===== src/rtl/fir_pkg.sv =====
// Shared widths, the output beat type and the round/scale/saturate helper
// for the FIR output stage.
package fir_pkg;

    localparam int FIR_IN_W  = 32;
    localparam int FIR_OUT_W = 16;
    localparam int FIR_SHIFT = 7;

    typedef struct packed {
        logic signed [FIR_OUT_W-1:0] d;
        logic                        last;
    } fir_beat_t;

    typedef struct packed {
        logic signed [FIR_OUT_W-1:0] d;
        logic                        clip;
    } sat_res_t;

    localparam logic signed [FIR_IN_W:0] SAT_HI = (FIR_IN_W+1)'((64'sd1 <<< (FIR_OUT_W-1)) - 64'sd1);
    localparam logic signed [FIR_IN_W:0] SAT_LO = ~SAT_HI;

    // Round half-up, arithmetic shift, clip; one guard bit keeps the rounding add from wrapping.
    function automatic sat_res_t sat_round(input logic signed [FIR_IN_W-1:0] acc, input int shift);
        logic signed [FIR_IN_W:0] rnd;
        logic signed [FIR_IN_W:0] r;
        logic signed [FIR_IN_W:0] s;
        sat_res_t                 res;
        rnd = (shift > 0) ? ((FIR_IN_W+1)'(1) << (shift - 1)) : '0;
        r   = {acc[FIR_IN_W-1], acc} + rnd;
        s   = r >>> shift;
        if (s > SAT_HI) begin
            res.d    = SAT_HI[FIR_OUT_W-1:0];
            res.clip = 1'b1;
        end else if (s < SAT_LO) begin
            res.d    = SAT_LO[FIR_OUT_W-1:0];
            res.clip = 1'b1;
        end else begin
            res.d    = s[FIR_OUT_W-1:0];
            res.clip = 1'b0;
        end
        return res;
    endfunction

endpackage


===== src/rtl/fir_out_fifo.sv =====
// Synchronous FIFO of output beats; pointers carry an extra MSB so full and
// empty are distinguishable. A pop frees the slot for a same-cycle push even when full.
module fir_out_fifo
    import fir_pkg::*;
#(
    parameter int DEPTH = 8
) (
    input  logic                     clk,
    input  logic                     rst,
    input  logic                     push,
    input  logic                     pop,
    input  fir_beat_t                din,
    output fir_beat_t                dout,
    output logic                     full,
    output logic                     empty,
    output logic [$clog2(DEPTH):0]   count
);

    localparam int AW = $clog2(DEPTH);

    fir_beat_t   mem [DEPTH];
    logic [AW:0] wr_ptr;
    logic [AW:0] rd_ptr;
    logic        wr_en;
    logic        rd_en;

    assign empty = (wr_ptr == rd_ptr);
    assign full  = (wr_ptr[AW] != rd_ptr[AW]) && (wr_ptr[AW-1:0] == rd_ptr[AW-1:0]);
    assign rd_en = pop && !empty;
    assign wr_en = push && (!full || rd_en);
    assign count = wr_ptr - rd_ptr;
    assign dout  = mem[rd_ptr[AW-1:0]];

    always_ff @(posedge clk or posedge rst) begin
        if (rst) begin
            wr_ptr <= '0;
            rd_ptr <= '0;
        end else begin
            if (wr_en) wr_ptr <= wr_ptr + 1'b1;
            if (rd_en) rd_ptr <= rd_ptr + 1'b1;
        end
    end

    always_ff @(posedge clk) begin
        if (wr_en) mem[wr_ptr[AW-1:0]] <= din;
    end

endmodule


===== src/rtl/fir_output_stage.sv =====
// Output stage after the last FIR tap: round/scale/saturate register, output
// FIFO toward AXI-Stream, and the registered chain-wide ready.
module fir_output_stage
    import fir_pkg::*;
#(
    parameter int C_S00_AXIS_TDATA_WIDTH = FIR_IN_W,
    parameter int C_M00_AXIS_TDATA_WIDTH = FIR_OUT_W,
    parameter int SHIFT                  = FIR_SHIFT,
    parameter int DEPTH                  = 8
) (
    input  logic                                     clk,
    input  logic                                     rst_in,
    input  logic signed [C_S00_AXIS_TDATA_WIDTH-1:0] data_in,
    input  logic                                     valid_in,
    input  logic                                     last_in,
    output logic                                     ready_out,
    output logic signed [C_M00_AXIS_TDATA_WIDTH-1:0] m00_axis_tdata,
    output logic                                     m00_axis_tvalid,
    output logic                                     m00_axis_tlast,
    input  logic                                     m00_axis_tready,
    output logic [15:0]                              sat_count,
    output logic                                     overflow
);

    localparam int CW = $clog2(DEPTH) + 1;

    sat_res_t  res;
    fir_beat_t beat_p0;
    logic      vld_p0;
    fir_beat_t head;
    logic      full;
    logic      empty;
    logic [CW-1:0] count;
    logic      pop;
    logic      push_ok;
    logic [CW:0] level_next;

    assign res = sat_round(data_in, SHIFT);

    // Stage P: rounded/saturated beat
    always_ff @(posedge clk or posedge rst_in) begin
        if (rst_in) begin
            vld_p0    <= 1'b0;
            sat_count <= '0;
        end else begin
            vld_p0 <= valid_in;
            if (valid_in && res.clip && sat_count != 16'hFFFF)
                sat_count <= sat_count + 16'd1;
        end
    end

    always_ff @(posedge clk) begin
        if (valid_in) beat_p0 <= '{d: res.d, last: last_in};
    end

    // Stage F: FIFO toward the AXI-Stream consumer
    assign pop     = !empty && m00_axis_tready;
    assign push_ok = vld_p0 && (!full || pop);

    fir_out_fifo #(.DEPTH(DEPTH)) u_fifo (
        .clk   (clk),
        .rst   (rst_in),
        .push  (vld_p0),
        .pop   (pop),
        .din   (beat_p0),
        .dout  (head),
        .full  (full),
        .empty (empty),
        .count (count)
    );

    // Slack of three slots covers tap reg, pipe reg and one launch after ready drops.
    assign level_next = {1'b0, count} + (CW+1)'(push_ok) - (CW+1)'(pop) + (CW+1)'(valid_in);

    always_ff @(posedge clk or posedge rst_in) begin
        if (rst_in) begin
            ready_out <= 1'b1;
            overflow  <= 1'b0;
        end else begin
            ready_out <= (level_next <= (CW+1)'(DEPTH - 3));
            if (vld_p0 && full && !pop) overflow <= 1'b1;
        end
    end

    assign m00_axis_tvalid = !empty;
    assign m00_axis_tdata  = empty ? '0 : head.d;
    assign m00_axis_tlast  = !empty && head.last;

endmodule

===== config.mk =====
export PLATFORM = sky130hd
export DESIGN_NAME = fir_output_stage
export DESIGN_NICKNAME = d
export VERILOG_FILES = /design/src/rtl/fir_pkg.sv /design/src/rtl/fir_out_fifo.sv /design/src/rtl/fir_output_stage.sv
export SDC_FILE = /design/constraint.sdc
export NUM_CORES = 1
export LEC_CHECK = 0
export ABC_AREA = 1
export BUFFER_PORTS_ARGS = -buffer_cell sky130_fd_sc_hd__buf_2
export CORE_ASPECT_RATIO = 1.5
export CORE_MARGIN = 8
export CORE_UTILIZATION = 30
export DETAILED_ROUTE_END_ITERATION = 7
export HOLD_SLACK_MARGIN = 0.12
export PLACE_DENSITY = 0.52
export SLEW_MARGIN = 20
export SYNTH_ARGS = -nofsm -noshare
export SYNTH_HDL_FRONTEND = slang
export SYNTH_SLANG_ARGS = --single-unit

===== constraint.sdc =====
create_clock -name clk -period 3.8 [get_ports clk]
set_clock_uncertainty 0.1 [all_clocks]
set_input_delay 0.57 -clock clk [delete_from_list [all_inputs] [get_ports clk]]
set_output_delay 0.57 -clock clk [all_outputs]
set_load 0.1 [all_outputs]

==> flow_metrics.env, run 1 <==
export IMPL_nets=933
export IMPL_arrival_ns=2.82
export IMPL_postRouteAntennaNets=0
export IMPL_ys_flop_type="edfxtp_1"
export IMPL_syn_area_per_cell_sq_um=10.34
export IMPL_clk_latency_ns=0.42
export IMPL_htree_levels=4
export IMPL_gp_congestion=0.8257
export IMPL_crit_type="reg -> out"
export IMPL_cts_root_buf="clkbuf_16"
export IMPL_r2r_worst_path_cells=13
export IMPL_grt_overflow=0
export IMPL_syn_inst=812
export IMPL_clkTransAtPathRegs_ns=0.07
export IMPL_fp_dieW_um=152.6
export IMPL_layout_commonest_cell="edfxtp_1"
export IMPL_synth_edf_count=153
export IMPL_synthesis_yosys_warnings=0
export IMPL_postCtsSetupRepairBufs=0
export IMPL_grt_max_degree=73
export IMPL_rsz0062_at_grt="no"
export IMPL_wl_mm=19.57
export IMPL_io_pins=73
export IMPL_die_h_um=220.9
export IMPL_cts_inserted_buffers=17
export IMPL_reg2reg_to="ready_out"
export IMPL_synthToLayoutAreaGrowth_pct=20.99
export IMPL_hold_buffers=0
export IMPL_fp_dieArea_sq_mm=0.03370
export IMPL_clkSinkCount=180
export IMPL_period_minus_slack_ns=3.486
export IMPL_syn_nets=863
export IMPL_coreArea_sq_mm=0.02778
export IMPL_cts_resized=0
export IMPL_cts_tree="done"
export IMPL_clock_path_buffers=2
export IMPL_port_buffers=66
export IMPL_r2r_start="u_fifo.wr_ptr[1]"
export IMPL_drcViolationCount=0
export IMPL_dr_first_iter_drc_count=289
export IMPL_crit_slowest_cell="buf_4"
export IMPL_synth_area_leaders="edfxtp_1 (55%), dfrtp_1 (7.8%), nor2_1 (6.8%)"
export IMPL_grt_pass1_vias=5865
export IMPL_slew_violations=0
export IMPL_status="finished, final reports clean"
export IMPL_worstPathCellList="buf_4 -> inv_1 -> buf_12 -> o21ai_0 -> o22ai_1 -> o21ai_0 -> a31oi_4 -> buf_12"
export IMPL_synth_seq_cells=180
export IMPL_rows=75
export IMPL_setup_violations=0
export IMPL_netlist_area_sq_mm=0.008393
export IMPL_hold_path_class="in -> async"
export IMPL_antenna_found_initial=0
export IMPL_cp_max_fo=72
export IMPL_slew_headroom_pct=47.94
export IMPL_yosysTopAreaCellShare_pct=54.74
export IMPL_final_cell_mix="edfxtp_1 (153), nor2_1 (152), nand2_1 (127)"
export IMPL_worst_setup_path_start_kind="register"
export IMPL_dp_hpwl_mm=12.99
export IMPL_fin_crit_sh_pct=91.73
export IMPL_tightest_slew_ns=0.7809
export IMPL_cap_violations=0
export IMPL_finalHoldViolCount=0
export IMPL_n_antenna_cell=0
export IMPL_synth_async_reset_ratio_pct=15.00
export IMPL_grt_pass1_wl_mm=31.48
export IMPL_via_count=5854
export IMPL_rrSetupSlack_ns=0.71
export IMPL_slowest_delay_ns=0.61
export IMPL_synth_cell_type_count=39
export IMPL_grt_use_total_pct=11.89
export IMPL_max_freq_ghz=0.2869
export IMPL_via_per_inst=4.721
export IMPL_routedWlPerCell_um=15.78
export IMPL_tns_ns=0
export IMPL_seq_area_frac_synth_pct=62.81
export IMPL_cp_required_ns=3.13
export IMPL_layout_drive_gt1_share_pct=17.56
export IMPL_dr_pass1_iters=4
export IMPL_cp_end_kind="output port"
export IMPL_synth_top_area_cell="edfxtp_1"
export IMPL_initial_core_util_pct=30.22
synthesized netlist by cell type (5+ instances only):
library cell and count:
xnor2_1 12, xor2_1 15, inv_1 43, nor2_1 153, nand4_1 18, o21ai_0 91, clkbuf_1 28, nor2_2 5
nand2_1 127, o22ai_1 18, dfrtp_1 26, a31oi_1 18, o21ai_1 11, nand3_1 35, edfxtp_1 153, ha_1 11
final cells by class:
class | instances | area [sq um]
inverters | 48 | 180.2
multi-input cells | 551 | 2992
fillers | 2741 | 17620
clock buffers | 18 | 429.2
flip-flops and latches | 180 | 5273
repair buffers | 84 | 748.2
clock inverters | 13 | 100.1
well taps | 346 | 432.9
metrics by stage:
stage          hold WS (ns)  utilization, %  setup WS, ns  area [sq um]  cells
2_1_floorplan        0.3537               -       0.06745          8581    812
5_1_grt              0.1599           36.56       0.07300         10150   1240
3_3_place_gp         0.3524           34.65        0.7244          9625   1209
6_report             0.1210           36.56        0.3141         10150   1240
3_5_place_dp         0.3469           34.65        0.7163          9625   1209
4_1_cts              0.1246           36.56        0.2504         10150   1240
worst max path at each step:
stage                     start            endpoint  slack, ns  cells after the start
2_1_floorplan  u_fifo.rd_ptr[1]  m00_axis_tdata[10]       0.07                     10
3_3_place_gp   u_fifo.rd_ptr[0]   m00_axis_tdata[8]       0.72                      8
3_5_place_dp   u_fifo.rd_ptr[0]   m00_axis_tdata[8]       0.72                      8
4_1_cts        u_fifo.rd_ptr[0]   m00_axis_tdata[8]       0.25                      8
5_1_grt        u_fifo.rd_ptr[0]   m00_axis_tdata[8]       0.07                      8
6_report       u_fifo.rd_ptr[0]   m00_axis_tdata[8]       0.31                      8
critical path: cells and delay by family, from the launching register on:
| family | cells | cell delay, ns |
|---|---|---|
| AOI/OAI and AO/OA | 4 | 0.73 |
| buffers and inverters | 4 | 1.24 |
| DFF | 1 | 0.36 |
routing by layer:
layer | share of wire (%) | vias up | wire, um | global-route usage (%)
met1 | 40 | 2783 | 7856 | 12.43
met4 | 1.7 | 0 | 323 | 4.388
met5 | 0 | - | 0 | 0
li1 | - | 2965 | - | -
met3 | 2.5 | 18 | 496 | 2.087
met2 | 56 | 88 | 10890 | 23.10
cells by family (layout without fill, tap and decap cells):
group / Yosys count / after routing / share of synthesized area (%)
AND/OR/NAND/NOR: 366 / 366 / 19.05
flip-flops: 180 / 180 / 62.81
AO/OA/AOI/OAI: 144 / 144 / 9.183
buffers and inverters: 81 / 163 / 3.786
XOR/XNOR: 27 / 27 / 2.818
adder cells (fa/ha/maj): 14 / 14 / 2.355
registers in the layout (all words and copies together), names as in the netlist:
| name | cells |
|---|---|
| beat_p0 | 17 |
| overflow | 1 |
| ready_out | 1 |
| sat_count | 16 |
| u_fifo.mem | 136 |
| u_fifo.rd_ptr | 4 |
| u_fifo.wr_ptr | 4 |
| vld_p0 | 1 |
Power of run 1 is not shown: default switching activity piles up to over one toggle a cycle in this logic, so the estimate is an artifact.
==> inputs of run 2 (changes only) <==
==> constraint.sdc (replaced) <==
create_clock -name clk -period 3.8 [get_ports clk]
set_clock_uncertainty 0.1 [all_clocks]
set_input_delay 0.38 -clock clk [delete_from_list [all_inputs] [get_ports clk]]
set_output_delay 0.38 -clock clk [all_outputs]
set_load 0.1 [all_outputs]
==> run 2 against run 1 <==
  * Sequential share of layout area shrank 0.49 points
  * Non-clock buffer count grew 4
  * Worst hold slack gained 0.13 ns
==> flow_metrics.env, run 2 (synthesized netlist as in run 1, its figures left out) <==
export IMPL_tightest_slew_ns=0.7778
export IMPL_worstHoldPathCells=3
export IMPL_grt_max_degree=72
export IMPL_hold_path_class="in -> reg"
export IMPL_rows=75
export IMPL_port_buffers=66
export IMPL_cp_required_ns=3.32
export IMPL_dp_hpwl_mm=13.18
export IMPL_postRouteAntennaNets=0
export IMPL_grt_pass1_wl_mm=31.66
export IMPL_slew_headroom_pct=48.15
export IMPL_startpoint="u_fifo.rd_ptr[2]"
export IMPL_n_fill_cell=2730
export IMPL_endpoint="m00_axis_tdata[15]"
export IMPL_io_pins=73
export IMPL_die_h_um=220.9
export IMPL_dr_first_iter_drc_count=409
export IMPL_finalHoldViolCount=0
export IMPL_arrival_ns=2.74
export IMPL_routedWlPerCell_um=15.92
export IMPL_cts_tree="done"
export IMPL_cts_resized=0
export IMPL_fin_crit_sh_pct=84.68
export IMPL_n_antenna_cell=0
export IMPL_rsz0062_at_grt="no"
export IMPL_hold_buffers=2
export IMPL_slew_violations=0
export IMPL_nets=937
export IMPL_postCtsSetupRepairBufs=0
export IMPL_cts_root_buf="clkbuf_16"
export IMPL_initial_core_util_pct=30.22
export IMPL_period_minus_slack_ns=3.218
export IMPL_worstHoldStart="data_in[17]"
export IMPL_largest_register_ffs=136
export IMPL_clkSinkCount=180
export IMPL_rrSetupSlack_ns=0.74
export IMPL_crit_type="reg -> out"
export IMPL_reg2reg_to="ready_out"
export IMPL_grt_use_total_pct=12.03
export IMPL_antenna_found_initial=0
export IMPL_r2r_worst_path_cells=13
export IMPL_status="finished, final reports clean"
export IMPL_via_count=5912
export IMPL_grt_overflow=0
export IMPL_clkTransAtPathRegs_ns=0.07
export IMPL_layout_commonest_cell="edfxtp_1"
export IMPL_cts_inserted_buffers=17
export IMPL_clock_path_buffers=2
export IMPL_coreArea_sq_mm=0.02778
export IMPL_max_freq_ghz=0.3108
export IMPL_fp_dieW_um=152.6
export IMPL_final_cell_mix="edfxtp_1 (153), nor2_1 (152), nand2_1 (127)"
export IMPL_htree_levels=4
export IMPL_r2r_start="u_fifo.rd_ptr[2]"
export IMPL_via_per_inst=4.749
export IMPL_setup_violations=0
export IMPL_cp_max_fo=10
export IMPL_dr_pass1_iters=4
export IMPL_grt_pass1_vias=5997
export IMPL_gp_congestion=0.8364
export IMPL_fp_dieArea_sq_mm=0.03370
export IMPL_tns_ns=0
export IMPL_worst_setup_path_start_kind="register"
export IMPL_wl_mm=19.83
export IMPL_layout_drive_gt1_share_pct=17.13
export IMPL_clk_latency_ns=0.43
export IMPL_cp_end_kind="output port"
export IMPL_drcViolationCount=0
export IMPL_cap_violations=0
export IMPL_synthToLayoutAreaGrowth_pct=22.14
run 2: worst min-delay path by stage:
stage                       end  slack [ns]
global placement       overflow        0.35
detailed placement     overflow        0.34
CTS                 beat_p0[11]        0.23
floorplan                vld_p0        0.31
global route         beat_p0[6]        0.27
finish              beat_p0[11]        0.25
run 2: metal layers:
metal	vias up	GRT usage, %	wire length, um
met2	107	23.05	10940
met3	30	2.419	719
met4	0	5.445	474
met1	2803	12.27	7695
met5	-	0	0
li1	2972	-	-
run 2: per-stage QoR:
step	cell area, sq um	utilization, %	setup slack [ns]	cells	hold WS (ns)
after floorplan	8537	-	0.07953	812	0.3114
after CTS	10250	36.91	0.5484	1245	0.2335
after global routing	10250	36.91	0.3891	1245	0.2684
final	10250	36.91	0.5823	1245	0.2526
after detailed placement	9597	34.55	0.7686	1211	0.3434
after global placement	9597	34.55	0.7629	1211	0.3471
run 2: critical path: stages (launching register included):
cell and delay, ns:
dfrtp_1 0.35, clkinv_1 0.08, ha_1 0.35, nand3_1 0.13, nor2_1 0.07, inv_1 0.38, buf_4 0.28, o21ai_0 0.12
a31oi_1 0.30, buf_12 0.22
run 2: cell type report:
cell class | count | area [sq um] | area share, %
Clock buffer | 17 | 425.4 | 4.150
Clock inverter | 15 | 209.0 | 2.038
Inverter | 48 | 180.2 | 1.758
Multi-Input combinational cell | 551 | 2948 | 28.76
Sequential cell | 180 | 5273 | 51.43
Tap cell | 346 | 432.9 | 4.223
Timing Repair Buffer | 88 | 783.3 | 7.641
Power of run 2 is left out for the same reason.
